$ cat config.mk
export PLATFORM = sky130hd
export DESIGN_NAME = apb_completer_regbank
export DESIGN_NICKNAME = d
export VERILOG_FILES = /design/src/rtl/apb_completer_regbank.sv
export SDC_FILE = /design/constraint.sdc
export NUM_CORES = 1
export LEC_CHECK = 0
export ABC_AREA = 1
export CELL_PAD_IN_SITES_DETAIL_PLACEMENT = 2
export CELL_PAD_IN_SITES_GLOBAL_PLACEMENT = 2
export CORE_MARGIN = 5
export CORE_UTILIZATION = 32
export CTS_CLUSTER_SIZE = 28
export DETAILED_ROUTE_END_ITERATION = 6
export MAX_ROUTING_LAYER = met4
export PLACE_DENSITY_LB_ADDON = 0.1
export SLEW_MARGIN = 20
export SYNTH_ARGS = -nofsm -noshare
export SYNTH_HDL_FRONTEND = slang
export SYNTH_SLANG_ARGS = --single-unit
export TNS_END_PERCENT = 10
$ cat constraint.sdc
create_clock -name PCLK -period 26.9 [get_ports PCLK]
set_clock_uncertainty 0.15 [all_clocks]
set_input_delay 5.38 -clock PCLK [delete_from_list [all_inputs] [get_ports PCLK]]
set_output_delay 5.38 -clock PCLK [all_outputs]
set_load 0.1 [all_outputs]
$ cat src/rtl/apb_completer_regbank.sv
// apb_completer_regbank: APB completer with a 16-bit register bank, fixed wait states and a read-only ID slot (optional APB_PROTOCOL_CHECK_EN)
module apb_completer_regbank #(
   parameter int          NUM_REGS    = 16,
   parameter int          WAIT_STATES = 1,
   parameter logic [15:0] ID_VALUE    = 16'hA5B0
) (
   input  logic                    PCLK,
   input  logic                    PRESET,
   input  logic [7:0]              PADDR,
   input  logic                    PSEL,
   input  logic                    PENABLE,
   input  logic                    PWRITE,
   input  logic [15:0]             PWDATA,
   output logic [15:0]             PRDATA,
   output logic                    PREADY,
   output logic                    PSLVERR,
   output logic [16*NUM_REGS-1:0]  cfg_regs_o,
   output logic                    proto_err_o
);
   typedef enum logic [1:0] {IDLE_ST, WAIT_ST, RESP_ST} state_t;
   state_t state, state_n;
   logic [7:0] addr_q, addr_n;
   logic wr_q, wr_n;
   logic [15:0] wdata_q, wdata_n;
   logic [3:0] cnt_q, cnt_n;
   logic [15:0] regs [NUM_REGS-1];
   logic [15:0] rd_val, prdata_n;
   logic setup, err_n, err_q, pready_n, pslverr_n, commit;
   function automatic logic err_of(input logic [7:0] a, input logic w);
      return a[0] | ({25'd0, a[7:1]} >= 32'(NUM_REGS)) | (w & (a[7:1] == 7'(NUM_REGS-1)));
   endfunction
   assign setup = (state == IDLE_ST) & PSEL & ~PENABLE;
   assign err_n = err_of(addr_n, wr_n);
   assign err_q = err_of(addr_q, wr_q);
   assign commit = (state == RESP_ST) & PSEL & PENABLE & wr_q & ~err_q;
   // next state, transfer capture and wait counter
   always_comb begin
      state_n = state;
      addr_n = addr_q;
      wr_n = wr_q;
      wdata_n = wdata_q;
      cnt_n = cnt_q;
      case (state)
         IDLE_ST: if (setup) begin
            addr_n = PADDR;
            wr_n = PWRITE;
            wdata_n = PWDATA;
            cnt_n = 4'(WAIT_STATES);
            state_n = (WAIT_STATES == 0) ? RESP_ST : WAIT_ST;
         end
         WAIT_ST: begin
            cnt_n = cnt_q - 4'd1;
            state_n = !PSEL ? IDLE_ST : (cnt_q <= 4'd1) ? RESP_ST : WAIT_ST;
         end
         default: state_n = IDLE_ST;
      endcase
   end
   // read mux on the address being latched so the response is ready on entry to RESP_ST
   always_comb begin
      rd_val = (addr_n[7:1] == 7'(NUM_REGS-1)) ? ID_VALUE : 16'h0000;
      for (int i = 0; i < NUM_REGS-1; i++)
         if (addr_n[7:1] == 7'(i)) rd_val = regs[i];
   end
   assign pready_n = (state_n == RESP_ST);
   assign pslverr_n = pready_n & err_n;
   assign prdata_n = (pready_n & ~wr_n & ~err_n) ? rd_val : 16'h0000;
   // state, latched transfer and registered response outputs
   always_ff @(posedge PCLK or posedge PRESET) begin
      if (PRESET) begin
         state <= IDLE_ST;
         addr_q <= '0;
         wr_q <= 1'b0;
         wdata_q <= '0;
         cnt_q <= '0;
         PRDATA <= '0;
         PREADY <= 1'b0;
         PSLVERR <= 1'b0;
      end else begin
         state <= state_n;
         addr_q <= addr_n;
         wr_q <= wr_n;
         wdata_q <= wdata_n;
         cnt_q <= cnt_n;
         PRDATA <= prdata_n;
         PREADY <= pready_n;
         PSLVERR <= pslverr_n;
      end
   end
   // writable registers; commit only on the response edge of a legal write
   always_ff @(posedge PCLK or posedge PRESET) begin
      if (PRESET) begin
         for (int i = 0; i < NUM_REGS-1; i++) regs[i] <= '0;
      end else if (commit) begin
         for (int i = 0; i < NUM_REGS-1; i++)
            if (addr_q[7:1] == 7'(i)) regs[i] <= wdata_q;
      end
   end
   for (genvar g = 0; g < NUM_REGS-1; g++) begin : g_cfg
      assign cfg_regs_o[16*g +: 16] = regs[g];
   end
   assign cfg_regs_o[16*(NUM_REGS-1) +: 16] = ID_VALUE;
`ifdef APB_PROTOCOL_CHECK_EN
   logic viol;
   assign viol = ((state == IDLE_ST) & PENABLE) |
                 ((state != IDLE_ST) & (~PSEL | (PADDR != addr_q) | (PWRITE != wr_q) | (PWDATA != wdata_q)));
   // sticky protocol violation flag
   always_ff @(posedge PCLK or posedge PRESET) begin
      if (PRESET) proto_err_o <= 1'b0;
      else proto_err_o <= proto_err_o | viol;
   end
`else
   assign proto_err_o = 1'b0;
`endif
endmodule

Word-level counts from Yosys, hierarchy flattened. Cells that the tools add are included. W data, S select, Z words.

Register bits: 289. Bits of input ports: 29. Output and inout bits: 275. Logic and storage cells: 128.

Add/subtract/negate cells: 1. $lt $le $gt $ge: 3. Equal/unequal tests: 34. Mux-type cells: 27. Bitwise logic cells: 19. Reductions and logical operators: 21.

Operators by type and width (count): $mux W16 (17); $eq A7 B4 Y1 const B (16); $eq A7 B3 Y1 const B (8); $reduce_and A2 Y1 (17); $eq A7 B2 Y1 const B (4); $mux W8 (2); $eq A7 B1 Y1 const B (2); $ge A7 B5 Y1 const B (2); $logic_not A7 Y1 (2); $and A1 B1 Y1 (11); $pmux W4 S2 (1); $mux W2 (3); $eq A2 B2 Y1 const B (2); $le A4 B1 Y1 const B (1); $mux W4 (1); $not A1 Y1 (4); $or A1 B1 Y1 (4); $pmux W2 S2 (1); $sub A4 B1 Y4 const B (1); $eq A2 B1 Y1 const B (1); $logic_not A2 Y1 (1); $mux W1 (2); $ne A2 B2 Y1 const B (1); $reduce_bool A2 Y1 (1).

Longest topological paths before layout. Gate-level depths: netlist of the first run.

Depth in word-level cells: 23. Mapped depth: 20. Mapped depth without buffers: 19.

Worst setup path after synthesis of the first run. Ideal clock, no wire load.

Path type: input to register. Start: input port PENABLE. End: register PRDATA[15]. Library setup time: 124 ps. Arrival: 7018 ps. Required time: 26626 ps. Slack: 19608 ps. Stages on the path: 17. Buffers on the path: 3. Path through: nor2_2 buf_6 nand3b_1 nand2_2 nand2_4 nor2_8 buf_6 buf_6 nand3_1 nand2_1 nand4_1 nor2_1 nand4_1 nor2_1 nand4_1 a21oi_1 nor2_1.

Longest elaborated chain between the ends: 22. Elaborated cells between the ends (all ways): 50. Those cells by class: order compare (1); eq/ne (16); mux (23); bitwise (9); reduce/logical (1).

Ends and longest elaborated chain: from (decl) (line 11) `input logic PENABLE,`; $not A1 Y1 * (line 32) `assign setup = (state == IDLE_ST) & PSEL & ~PENABLE;`; $and A1 B1 Y1 * (line 32); $mux W8 (line 44) `IDLE_ST: if (setup) begin`; $mux W8 (line 43) `case (state)`; $eq A7 B4 Y1 (line 30, 60); $mux W16 (line 60) `rd_val = (addr_n[7:1] == 7'(NUM_REGS-1)) ? ID_VALUE : 16'h0000;`; $mux W16 (15 in a row) (line 62) `if (addr_n[7:1] == 7'(i)) rd_val = regs[i];`; $mux W16 * (line 66) `assign prdata_n = (pready_n & ~wr_n & ~err_n) ? rd_val : 16'h0000;`; net prdata_n[15] (line 27) `logic [15:0] rd_val, prdata_n;`; to (signal assigned) (line 84) `PRDATA <= prdata_n;`; to (decl) (line 14) `output logic [15:0] PRDATA,`.

Mark *: on every way through the listed nets, which the timed path passes. The rest lies on a longest branch. A chain may end at the register's enable or synchronous reset.

Final worst setup path of the first run.
Start: input port PSEL. End: register PRDATA[5].

Longest elaborated chain between the ends: 22. Elaborated cells between the ends (all ways): 51. Those cells by class: order compare (1); eq/ne (16); mux (24); bitwise (9); reduce/logical (1).

Ends and longest elaborated chain: from (decl) (line 10) `input logic PSEL,`; $and A1 B1 Y1 * (2 in a row) (line 32); $mux W8 * (line 44); $mux W8 * (line 43); net addr_n[5] (line 22) `logic [7:0] addr_q, addr_n;`; $eq A7 B4 Y1 (line 30, 60); $mux W16 (line 60); $mux W16 (15 in a row) (line 62); $mux W16 * (line 66); net prdata_n[5] (line 27).

Marked as above.

==> flow_metrics.env, run 1 <==
export IMPL_num_antenna_cells=0
export IMPL_top_layer="met4"
export IMPL_routed_via_density=4.80
export IMPL_finalSetupTns_ns=0
export IMPL_syn_inst=1670
export IMPL_drc=0
export IMPL_slew_limit_headroom_pct=21.9
export IMPL_antenna_found_initial=0
export IMPL_cp_arrival_ns=9.17
export IMPL_r2r_start="state[1]$_DFF_PP0_"
export IMPL_synth_seq_cells=289
export IMPL_p_leak_nw=9.35
export IMPL_post_cts_setup_buffer_count=0
export IMPL_dr_wl_met2_um=29500
export IMPL_period_needed_ns=8.85
export IMPL_drv_slew=0
export IMPL_grt_pass1_vias=13706
export IMPL_ios=304
export IMPL_drive_above_1_share_pct=5.98
export IMPL_status="finished clean"
export IMPL_rr_endpoint="PRDATA[5]$_DFF_PP0_"
export IMPL_die_area_sq_um=48200
export IMPL_wl_um=57200
export IMPL_yosysUniqueCellTypes=34
export IMPL_max_freq_mhz=113
export IMPL_yosysSeqAreaShare_pct=51.5
export IMPL_syn_area_sq_um=14100
export IMPL_place_congestion=0.821
export IMPL_n_fill_cell=4936
export IMPL_crit_path_start_kind="primary input"
export IMPL_criticalPathCategory="primary input to register"
export IMPL_syn_to_final_growth_pct=31.3
export IMPL_drt_iter0_markers=528
export IMPL_cellPowerDensity_nw_per_um2=61.8
export IMPL_coreArea_sq_um=43300
export IMPL_firstDrtPassIters=4
export IMPL_cts_max_path_buffers=3
export IMPL_die_h_um=220
export IMPL_layout_worst_path_cycle_share_pct=32.9
export IMPL_min_to="cfg_regs_o[129]$_DFFE_PP0P_"
export IMPL_hp_class="register to register"
export IMPL_cts_repair_resized=0
export IMPL_h_tree_depth=2
export IMPL_layout_nets=1964
export IMPL_rsz0062_at_grt="no"
export IMPL_vdd_ir_drop_max_v=0.0000285
export IMPL_overflow=0
export IMPL_cp_required_ns=27.23
export IMPL_clk_latency_ns=0.55
export IMPL_worst_r2r_setup_slack_ns=23.00
export IMPL_die_w_um=220
export IMPL_hold_violations=0
export IMPL_worst_path_max_fanout=44
export IMPL_fin_util_pct=42.6
export IMPL_worstHoldPathCells=2
export IMPL_dr_total_vias=12203
export IMPL_ant_nets=0
export IMPL_grt_use_total_pct=24.3
export IMPL_endpoint_kind="register"
export IMPL_reg2regPathDepth=18
export IMPL_ys_warnings_count=0
export IMPL_grt_pass1_wl_um=86100
export IMPL_port_buffers=286
export IMPL_hpwl_um=42900
export IMPL_cap_violations=0
export IMPL_routedLengthMet1_um=24100
export IMPL_grt_max_degree=117
export IMPL_cts_root_buffer="clkbuf_16"
export IMPL_fp_row_count=76
export IMPL_wl_per_cell_um=22.5
export IMPL_hold_buffers=0
export IMPL_initial_core_util_pct=32.5
export IMPL_met3_length_um=2370
export IMPL_setup_viol=0
export IMPL_max_slew_worst_pin_slew_ns=1.17
export IMPL_cts_buffers=35
export IMPL_avgSynthCellArea_sq_um=8.42
export IMPL_cts_tree="done"
export IMPL_cts_num_sinks=289
export IMPL_cts_clk_slew_worst_paths_ns=0.06
export IMPL_hp_start="cfg_regs_o[129]$_DFFE_PP0P_"
stage by stage:
step | total power, mW | hold WS, ns | setup WS [ns] | instance area [sq um] | std cells
6_report | 1.14 | 0.368 | 18.05 | 18500 | 2542
4_1_cts | 1.16 | 0.367 | 17.98 | 18500 | 2542
2_1_floorplan | 0.605 | 0.300 | 13.39 | 14100 | 1685
3_3_place_gp | 0.667 | 0.324 | 17.63 | 17300 | 2481
5_1_grt | 1.19 | 0.404 | 17.70 | 18500 | 2542
3_5_place_dp | 0.673 | 0.352 | 17.46 | 17300 | 2481
metal layers:
layer  GRT usage, %  vias to the layer above
li1               -                     5599
met1           29.3                     6316
met2           42.4                      220
met3           4.00                       68
met4           6.34                        0
met5              -                        -
worst max path at each step:
stage,from,endpoint,slack (ns),depth (start not counted)
floorplan,PRESET,PRDATA[0]$_DFF_PP0_,13.39,1
finish,PSEL,PRDATA[5]$_DFF_PP0_,18.05,20
global placement,PSEL,PRDATA[1]$_DFF_PP0_,17.63,18
CTS,PSEL,PRDATA[1]$_DFF_PP0_,17.98,18
detailed placement,PSEL,PRDATA[1]$_DFF_PP0_,17.46,18
global route,PSEL,PRDATA[1]$_DFF_PP0_,17.70,18
sequential cells by signal, indices dropped and copies added (netlist names):
name,count
cfg_regs_o,240
PRDATA,16
wdata_q,16
addr_q,8
cnt_q,4
state,2
PREADY,1
PSLVERR,1
wr_q,1
cell usage after synthesis:
cell / instances / share of area [%]
a21oi_1: 108 / 3.8
nand3_2: 5 / 0.36
o22ai_1: 1 / 0.045
nor2_8: 1 / 0.14
ha_1: 2 / 0.18
nor4_1: 3 / 0.13
nand3b_1: 4 / 0.21
a31oi_1: 1 / 0.045
buf_6: 6 / 0.48
nor2_1: 152 / 4.1
o21ai_1: 8 / 0.28
a211oi_4: 1 / 0.14
o21ai_0: 83 / 3.0
and3_1: 1 / 0.045
o211ai_1: 1 / 0.053
nor2_2: 7 / 0.31
nand2_2: 9 / 0.40
inv_1: 386 / 10
a22oi_1: 1 / 0.053
nor2_4: 8 / 0.64
nand2_4: 3 / 0.24
nor3_4: 1 / 0.12
nor3_1: 2 / 0.071
nand4_1: 46 / 2.0
nand2_1: 271 / 7.2
buf_4: 31 / 1.7
clkbuf_1: 30 / 0.80
dfrtp_1: 289 / 51
inv_2: 6 / 0.16
conb_1: 2 / 0.053
or2_2: 1 / 0.045
mux2i_1: 121 / 8.6
buf_2: 24 / 0.85
nand3_1: 55 / 2.0
layout by cell type, fill, tap and decap left out, types with 2 or more instances in the layout:
master / instances
inv_1: 385
dfrtp_1: 289
clkdlybuf4s50_1: 286
nand2_1: 271
nor2_1: 146
mux2i_1: 121
a21oi_1: 108
o21ai_0: 83
nand3_1: 55
nand4_1: 46
clkbuf_16: 36
conb_1: 17
buf_4: 16
nor2_2: 13
nand2_2: 9
clkbuf_1: 9
clkbuf_8: 9
o21ai_1: 8
nor2_4: 8
inv_2: 6
nand3_2: 5
nand3b_1: 4
clkinv_2: 4
nor4_1: 3
nand2_4: 3
nor3_1: 2
ha_1: 2
logic make-up after synthesis:
logic type | share of synthesized area (%)
compound gates | 7.42
flops | 51.5
fa+ha+maj | 0.178
simple gates | 18.0
buf+inv | 14.3
other cells | 0.0534
mux | 8.62
where the power goes:
part | internal (mW) | total (mW) | switching, mW
clock | 0.281 | 0.477 | 0.196
sequential | 0.452 | 0.516 | 0.0635
combinational | 0.0343 | 0.147 | 0.113
cell type report:
class	instances	area [sq um]	share of cell area (%)
sequential	289	7230	39.2
multi-input combinational	913	4890	26.5
timing repair buffer	302	2980	16.2
inverter	392	1480	8.02
clock buffer	54	1060	5.74
tap	585	732	3.97
clock inverter	7	75.1	0.407
worst max-delay path: stages:
cell             delay (ns)
clkdlybuf4s50_1        0.44
inv_2                  0.12
nor2_4                 0.09
nand2_4                0.18
inv_2                  0.27
nand2_1                0.17
nand2_2                0.12
nor2_8                 0.58
nand2_1                0.23
nor2_2                 0.60
inv_1                  0.25
nor2_1                 0.16
nor2_1                 0.06
nand4_1                0.10
nor2_1                 0.06
nand3_1                0.09
nand2_1                0.07
nand3_1                0.07
nand2_1                0.05
inv_1                  0.06
No activity file was read; power rests on OpenSTA's default activity.
==> run 2: changes to the inputs <==
--- a/config.mk
+++ b/config.mk
@@ -9,7 +9,7 @@
 export CELL_PAD_IN_SITES_DETAIL_PLACEMENT = 2
 export CELL_PAD_IN_SITES_GLOBAL_PLACEMENT = 2
 export CORE_MARGIN = 5
-export CORE_UTILIZATION = 32
+export CORE_UTILIZATION = 27
 export CTS_CLUSTER_SIZE = 28
 export DETAILED_ROUTE_END_ITERATION = 6
 export MAX_ROUTING_LAYER = met4
==> constraint.sdc (replaced) <==
create_clock -name PCLK -period 8 [get_ports PCLK]
set_clock_uncertainty 0.15 [all_clocks]
set_input_delay 1.6 -clock PCLK [delete_from_list [all_inputs] [get_ports PCLK]]
set_output_delay 1.6 -clock PCLK [all_outputs]
set_load 0.1 [all_outputs]
==> run 2 against run 1 <==
  * First-iteration DRC count fell by 2.8%
  * Setup slack got worse by 15 ns
  * Count of clock-buffer cells in the layout rose by 2
  * Routed wire length rose by 2.2%
==> flow_metrics.env, run 2 (synthesis gave the netlist of run 1 again) <==
export IMPL_hpwl_um=43600
export IMPL_hp_start="cnt_q[3]$_DFFE_PP0P_"
export IMPL_largest_reg_flops=240
export IMPL_crit_path_start_kind="primary input"
export IMPL_syn_to_final_growth_pct=33.8
export IMPL_cts_root_buffer="clkbuf_16"
export IMPL_placed_area_sq_um=17500
export IMPL_cts_max_path_buffers=3
export IMPL_dr_total_vias=12160
export IMPL_layout_nets=1965
export IMPL_finalSetupTns_ns=0
export IMPL_initial_core_util_pct=27.3
export IMPL_drive_above_1_share_pct=6.32
export IMPL_cts_clk_slew_worst_paths_ns=0.06
export IMPL_slew_limit_headroom_pct=22.8
export IMPL_ant_nets=0
export IMPL_post_cts_setup_buffer_count=0
export IMPL_grt_use_total_pct=20.8
export IMPL_layout_commonest_cell="inv_1"
export IMPL_clk_latency_ns=0.56
export IMPL_cts_repair_resized=0
export IMPL_antenna_found_initial=0
export IMPL_wl_um=58400
export IMPL_p_leak_nw=9.44
export IMPL_cp_required_ns=8.34
export IMPL_max_freq_mhz=192
export IMPL_h_tree_depth=2
export IMPL_place_congestion=0.829
export IMPL_rr_endpoint="PRDATA[5]$_DFF_PP0_"
export IMPL_die_area_sq_um=56700
export IMPL_grt_pass1_vias=13644
export IMPL_period_needed_ns=5.20
export IMPL_num_antenna_cells=0
export IMPL_fp_row_count=83
export IMPL_drc=0
export IMPL_final_cell_area_sq_um=18800
export IMPL_die_h_um=238
export IMPL_worstHoldPathCells=1
export IMPL_cts_tree="done"
export IMPL_ios=304
export IMPL_cap_violations=0
export IMPL_final_cell_mix="inv_1 (385), dfrtp_1 (289), clkdlybuf4s50_1 (286)"
export IMPL_criticalPathCategory="primary input to register"
export IMPL_cellPowerDensity_nw_per_um2=217
export IMPL_hp_class="register to register"
export IMPL_drv_slew=0
export IMPL_coreArea_sq_um=51400
export IMPL_grt_max_degree=162
export IMPL_endpoint_kind="register"
export IMPL_status="finished clean"
export IMPL_firstDrtPassIters=4
export IMPL_wl_per_cell_um=22.1
export IMPL_rsz0062_at_grt="no"
export IMPL_drt_iter0_markers=513
export IMPL_max_slew_worst_pin_slew_ns=1.16
export IMPL_cts_num_sinks=289
export IMPL_reg2regPathDepth=18
export IMPL_routed_via_density=4.60
export IMPL_die_w_um=238
export IMPL_whs_ns=0.355
export IMPL_layout_worst_path_cycle_share_pct=65.0
export IMPL_worst_path_max_fanout=44
export IMPL_vdd_ir_drop_max_v=0.000138
export IMPL_hold_buffers=0
export IMPL_cts_buffers=38
export IMPL_cp_arrival_ns=5.54
export IMPL_min_to="cnt_q[3]$_DFFE_PP0P_"
export IMPL_worst_r2r_setup_slack_ns=3.96
export IMPL_overflow=0
export IMPL_setup_viol=0
export IMPL_n_fill_cell=5696
export IMPL_hold_violations=0
export IMPL_r2r_start="state[1]$_DFF_PP0_"
export IMPL_port_buffers=286
export IMPL_grt_pass1_wl_um=87300
run 2: cell count changes in the layout (fill, tap and decap cells not counted), sizes merged:
| cell | change |
|---|---|
| clkinvlp | +3 |
| clkinv | -1 |
| clkbuf | +2 |
| buf | -2 |
| inv | -2 |
| bufinv | +4 |
run 2: metal layers:
layer,GRT usage [%],wire length (um),up-vias
li1,-,-,5599
met1,25.4,24900,6272
met2,36.3,30000,217
met3,2.87,2080,72
met4,5.84,1480,0
met5,-,0,-
run 2: stage by stage:
step	cells	utilization, %	power, mW	setup slack, ns
floorplan	1685	-	2.04	2.42
global placement	2574	33.9	2.25	2.26
detailed placement	2574	33.9	2.27	2.08
CTS	2641	36.6	4.15	2.64
global route	2641	36.6	4.26	2.49
finish	2641	36.6	4.09	2.80
run 2: critical path, stage by stage:
cell             delay, ns
clkdlybuf4s50_1       0.44
inv_2                 0.12
nor2_4                0.09
nand2_4               0.19
inv_2                 0.28
nand2_1               0.17
nand2_2               0.12
nor2_8                0.59
nand2_1               0.25
nor2_2                0.66
inv_1                 0.24
nor2_1                0.16
nor2_1                0.08
nand4_1               0.14
nor2_1                0.07
nand3_1               0.09
nand2_1               0.06
nand3_1               0.07
nand2_1               0.05
inv_1                 0.05
run 2: how the worst max path moves through the flow:
stage | from | to | cells after the start | slack [ns]
global route | PSEL | PRDATA[5]$_DFF_PP0_ | 20 | 2.49
global placement | PSEL | PRDATA[1]$_DFF_PP0_ | 18 | 2.26
detailed placement | PSEL | PRDATA[10]$_DFF_PP0_ | 18 | 2.08
finish | PSEL | PRDATA[5]$_DFF_PP0_ | 20 | 2.80
CTS | PENABLE | PRDATA[10]$_DFF_PP0_ | 17 | 2.64
floorplan | PRESET | PRDATA[0]$_DFF_PP0_ | 1 | 2.42
run 2: area by class of cell:
class                           count  area [sq um]  share of cell area (%)
Sequential cell                   289          7230                    38.5
Clock inverter                     11           185                   0.985
Tap cell                          680           851                    4.53
Clock buffer                       56          1160                    6.18
Inverter                          392          1480                    7.85
Timing Repair Buffer              300          2990                    15.9
Multi-Input combinational cell    913          4900                    26.1
run 2: power by group:
part / switching (mW) / leakage [nW] / internal, mW / total, mW
Combinational: 0.390 / 5.25 / 0.117 / 0.507
Clock: 0.691 / 0.658 / 1.16 / 1.86
Sequential: 0.203 / 3.53 / 1.52 / 1.72
==> run 3: changes to the inputs <==
==> constraint.sdc (replaced) <==
create_clock -name PCLK -period 4.7 [get_ports PCLK]
set_clock_uncertainty 0.15 [all_clocks]
set_input_delay 0.94 -clock PCLK [delete_from_list [all_inputs] [get_ports PCLK]]
set_output_delay 0.94 -clock PCLK [all_outputs]
set_load 0.1 [all_outputs]
==> run 3 against run 2 <==
  * Setup slack lost 1.8 ns
  * Register-to-register slack lost 2.5 ns
  * Count of clock-buffer cells in the layout shrank 6
  * Hold slack gained 0.0046 ns
  * Flip-flop and latch count is the same
  * Critical path depth shrank 1
  * Via count grew 0.44%
  * Non-clock buffer count grew 22
  * Largest cell class unchanged
==> flow_metrics.env, run 3 (synthesis gave the netlist of run 1 again) <==
export IMPL_worstHoldPathCells=2
export IMPL_ios=304
export IMPL_die_area_sq_um=56700
export IMPL_setup_viol=0
export IMPL_grt_pass1_wl_um=88000
export IMPL_coreArea_sq_um=51400
export IMPL_placed_cells_incl_taps=2596
export IMPL_largest_reg_flops=240
export IMPL_worst_path_max_fanout=26
export IMPL_layout_nets=1987
export IMPL_r2r_start="state[1]$_DFF_PP0_"
export IMPL_cp_depth=19
export IMPL_status="finished clean"
export IMPL_worst_r2r_setup_slack_ns=1.51
export IMPL_grt_use_total_pct=21.1
export IMPL_rr_endpoint="PRDATA[2]$_DFF_PP0_"
export IMPL_p_leak_nw=9.52
export IMPL_endpoint_kind="register"
export IMPL_drive_above_1_share_pct=7.36
export IMPL_initial_core_util_pct=27.3
export IMPL_num_antenna_cells=0
export IMPL_whs_ns=0.360
export IMPL_wl_um=59000
export IMPL_final_cell_mix="inv_1 (385), dfrtp_1 (289), clkdlybuf4s50_1 (286)"
export IMPL_fp_row_count=83
export IMPL_hp_class="register to register"
export IMPL_ant_nets=0
export IMPL_drt_iter0_markers=470
export IMPL_clk_latency_ns=0.56
export IMPL_cts_tree="done"
export IMPL_n_fill_cell=5741
export IMPL_hold_buffers=0
export IMPL_dr_total_vias=12213
export IMPL_cts_max_path_buffers=3
export IMPL_post_cts_setup_buffer_count=0
export IMPL_post_place_ws_ns=0.387
export IMPL_crit_slowest_cell="clkdlybuf4s50_1"
export IMPL_cp_required_ns=5.05
export IMPL_cellPowerDensity_nw_per_um2=359
export IMPL_place_congestion=0.879
export IMPL_drv_slew=0
export IMPL_vdd_ir_drop_max_v=0.000189
export IMPL_cts_repair_resized=0
export IMPL_slew_limit_headroom_pct=22.8
export IMPL_hpwl_um=44700
export IMPL_max_stage_delay_ns=0.50
export IMPL_crit_top_cell="nand2_1"
export IMPL_cts_root_buffer="clkbuf_16"
export IMPL_finalPower_mw=6.77
export IMPL_hold_violations=0
export IMPL_layout_worst_path_cycle_share_pct=78.3
export IMPL_max_freq_mhz=272
export IMPL_grt_pass1_vias=13699
export IMPL_die_h_um=238
export IMPL_overflow=0
export IMPL_cap_violations=0
export IMPL_layout_commonest_cell="inv_1"
export IMPL_wl_per_cell_um=22.1
export IMPL_setup_ws_ns=1.02
export IMPL_criticalPathCategory="primary input to register"
export IMPL_grt_max_degree=97
export IMPL_rsz0062_at_grt="no"
export IMPL_crit_path_start_kind="primary input"
export IMPL_h_tree_depth=2
export IMPL_firstDrtPassIters=4
export IMPL_antenna_found_initial=0
export IMPL_cts_clk_slew_worst_paths_ns=0.06
export IMPL_reg2regPathDepth=18
export IMPL_cts_num_sinks=289
export IMPL_worst_path_buf_inv=3
export IMPL_finalNonFillerCells=2664
export IMPL_min_to="cfg_regs_o[142]$_DFFE_PP0P_"
export IMPL_routed_via_density=4.58
export IMPL_cts_buffers=38
export IMPL_port_buffers=286
export IMPL_die_w_um=238
export IMPL_period_needed_ns=3.68
export IMPL_path_cells="clkdlybuf4s50_1 -> inv_2 -> nor2_4 -> nand2_4 -> nand2_1 -> nand2_2 -> nor2_8 -> nand2_1 -> nor2_1 -> nand2_1 -> nand2_1 -> nor2_1 -> nand4_1 -> nand2_1 -> nand4_1 -> nor2_1 -> nand4_1 -> nand2_1 -> inv_1"
export IMPL_syn_to_final_growth_pct=34.4
export IMPL_max_slew_worst_pin_slew_ns=1.15
export IMPL_hp_start="cfg_regs_o[142]$_DFFE_PP0P_"
export IMPL_drc=0
export IMPL_crit_family="simple AND/OR/NAND/NOR gates"
export IMPL_cp_arrival_ns=4.04
-- run 3: cell types whose count changed in the layout (fill, tap and decap cells not counted), sizes merged --
cell    before  now
bufinv       5    4
buf         14   36
clkbuf      56   50
clkinv       4   10
inv        391  393
-- run 3: through the flow --
step	area [sq um]	utilization (%)	setup TNS, ns
global placement	17600	34.3	0
finish	18900	36.8	0
floorplan	14100	-	-64.50
CTS	18900	36.8	0
global route	18900	36.8	0
detailed placement	17600	34.3	0
-- run 3: power breakdown --
group          switching, mW  internal [mW]
clock network           1.19           1.79
registers              0.352           2.59
logic                  0.635          0.213
-- run 3: worst register-to-register path, stage by stage, from the launching register on --
cell and delay [ns]:
dfrtp_1 0.41, nor2_2 0.28, buf_4 0.21, nand3b_1 0.10
nand2_2 0.12, nand2_4 0.07, nor2_8 0.36, nand2_1 0.19
nor2_1 0.42, nand2_1 0.10, nand2_1 0.12, nor2_1 0.06
nand4_1 0.11, nand2_1 0.08, nand4_1 0.10, nor2_1 0.06
nand4_1 0.07, nand2_1 0.07, inv_1 0.06
-- run 3: area by class of cell --
class / instances / area [sq um] / area share (%)
well taps: 680 / 851 / 4.50
repair buffers: 322 / 3180 / 16.8
inverters: 392 / 1480 / 7.81
clock inverters: 18 / 214 / 1.13
flip-flops and latches: 289 / 7230 / 38.3
multi-input cells: 913 / 4890 / 25.9
clock buffers: 50 / 1050 / 5.54
-- run 3: worst max path at each step --
stage | endpoint | slack, ns | start
floorplan | PRDATA[0]$_DFF_PP0_ | -0.22 | PRESET
global placement | PRDATA[2]$_DFF_PP0_ | 0.43 | PSEL
detailed placement | PRDATA[2]$_DFF_PP0_ | 0.39 | PSEL
CTS | PRDATA[2]$_DFF_PP0_ | 1.02 | PSEL
global route | PRDATA[8]$_DFF_PP0_ | 0.75 | PSEL
finish | PRDATA[2]$_DFF_PP0_ | 1.02 | PSEL
-- run 3: routing by layer --
| metal | vias up | GRT usage, % | routed length (um) |
|---|---|---|---|
| met5 | - | - | 0 |
| met4 | 0 | 5.43 | 1380 |
| met3 | 67 | 3.24 | 2390 |
| met2 | 219 | 37.5 | 30900 |
| met1 | 6264 | 25.0 | 24300 |
| li1 | 5663 | - | - |
==> edit, RTL diff (settings of run 3) <==
Add a define of `APB_PROTOCOL_CHECK_EN`.
--- a/src/rtl/apb_completer_regbank.sv
+++ b/src/rtl/apb_completer_regbank.sv
@@ -1,4 +1,6 @@
 // apb_completer_regbank: APB completer with a 16-bit register bank, fixed wait states and a read-only ID slot (optional APB_PROTOCOL_CHECK_EN)
+`define APB_PROTOCOL_CHECK_EN
+
 module apb_completer_regbank #(
    parameter int          NUM_REGS    = 16,
    parameter int          WAIT_STATES = 1,
Function: changed (Yosys sat finds a counterexample within 4 cycles, from zero or initial values and one cycle with PRESET high).
==> edit against run 3 <==
  * Die area down 4.5%
  * Wire length up 4.1%
  * Cell area down 4.0%
  * Largest power group unchanged
  * Count of clock-buffer cells in the layout up 5
  * Critical path type unchanged
  * Combinational power up 46%
  * Critical path depth down 2
  * Sequential cell count up 1
  * Power up 1.6%
  * Register-to-register slack worse by 0.32 ns
  * Area after synthesis down 4.7%
  * Setup slack worse by 0.37 ns
  * Utilization up 0.21 points
  * Cell count down 2.7%
==> edit: results (changes against run 3) <==
post-cts sizing count=0 (unchanged); DRT Pass-1 Iters=5 (+1); via/cell ratio=4.790 (+4.5%); first-iteration detailed-routing DRC count=692 (+47%); DP Wirelength=45260 um (+1.2%); Seq/Total Area, Yosys=54.18% (+2.7 points); Mapped Avg Cell Area=8.193 sq um (-2.7%); reg2reg start=state[0]; crit path DAT=4.33 ns (+0.29 ns); gpl congestion=0.8361 (-4.8%); reg2reg end=PRDATA[7]; total track usage=22.95% (+1.9 points); vias in the first global route=13491 (-1.5%); global-route wire length before repair=90800 um (+3.2%); status=completed; NumNets Final=1934 (-2.7%); critical path class=input pin to flop; relative slew slack=26.06% (+3.2 points); Commonest cells post-synth=492 x nand2_1, 290 x dfrtp_1, 272 x o21ai_0, 143 x inv_1, 121 x nor2_1; r2r setup slk=1.19 ns (-0.32 ns); Area contributors post-synth=dfrtp_1 54%, nand2_1 14%, o21ai_0 10%; count of cell types in the netlist=41 (+21%); Via Count=12415 (+1.7%); top-count cell post-synth=nand2_1; Max IR drop VDD=0.0003840 V (+100%); Inserted Clock Buffers=37 (-2.6%); initial antenna violation count=1 (+1); largest net degree at the start of global routing=91 (-6.2%); wire length per cell=23.67 um (+7.0%); number of I/O port buffers=287 (+0.35%); leakage=7.803 nW (-18%); placed cells=2528 (-2.6%); crit path max fanout=32 (+23%); layout cell share with drive strength beyond 1=6.954% (-0.41 points); DP Area=16890 sq um (-4.2%); worst reg2reg path depth=15 (-3)
## edit: cell families after synthesis
family	share of synthesized area (%)
flip-flops	54.18
AO/OA/AOI/OAI	11.40
adder cells (fa/ha/maj)	0.1868
other	0.05606
AND/OR/NAND/NOR	24.92
XOR/XNOR	0.9807
multiplexers	0.07473
buffers and inverters	8.201
## edit: per-layer routing
metal	vias to the layer above	GRT usage (%)	part of all wire, %
li1	5746	-	-
met4	0	4.467	1.9
met5	-	-	0
met1	6376	29.94	45
met2	225	38.41	49
met3	68	3.478	3.6
## edit: cell type report
| class | count | area [sq um] |
|---|---|---|
| Multi-Input combinational cell | 1106 | 5102 |
| Timing Repair Buffer | 315 | 3133 |
| Tap cell | 664 | 830.8 |
| Clock inverter | 8 | 118.9 |
| Clock buffer | 55 | 1106 |
| Fill cell | 5522 | 30920 |
| Antenna cell | 1 | 2.502 |
| Inverter | 153 | 580.6 |
| Sequential cell | 290 | 7257 |
## edit: worst min-delay path by stage
stage                         start         endpoint  slack [ns]  cells after the start
floorplan                  cnt_q[3]         cnt_q[3]        0.30                      1
global placement           cnt_q[3]         cnt_q[3]        0.32                      1
detailed placement         cnt_q[3]         cnt_q[3]        0.33                      1
CTS                        cnt_q[3]         cnt_q[3]        0.34                      1
global route        cfg_regs_o[186]  cfg_regs_o[186]        0.39                      2
finish                     cnt_q[3]         cnt_q[3]        0.33                      1
## edit: power by group
group	leakage (nW)	internal [mW]	switching, mW
sequential	3.98	2.60	0.0907
clock	0.604	1.79	1.16
combinational	3.22	0.226	1.02
## edit: critical path: stages
cell             delay [ns]
clkdlybuf4s50_1        0.51
inv_2                  0.09
nor2_4                 0.26
nand2_4                0.23
nand2_1                0.13
o21ai_2                0.10
nor2_8                 0.44
buf_4                  0.27
nand3b_1               0.10
nand2_1                0.12
nand4_1                0.17
nor2_1                 0.18
nand4_1                0.15
nor2_1                 0.15
nand4_1                0.21
nand2_1                0.18
a21oi_2                0.07
## edit: per-stage QoR
| stage | setup slack, ns | power [mW] | setup TNS (ns) | utilization [%] |
|---|---|---|---|---|
| floorplan | -0.2372 | 3.486 | -68.78 | - |
| global placement | 0.1791 | 3.974 | 0 | 34.44 |
| detailed placement | 0.03314 | 4.013 | 0 | 34.44 |
| CTS | 0.6190 | 7.002 | 0 | 36.94 |
| global route | 0.4163 | 7.194 | 0 | 36.96 |
| finish | 0.6512 | 6.886 | 0 | 36.96 |
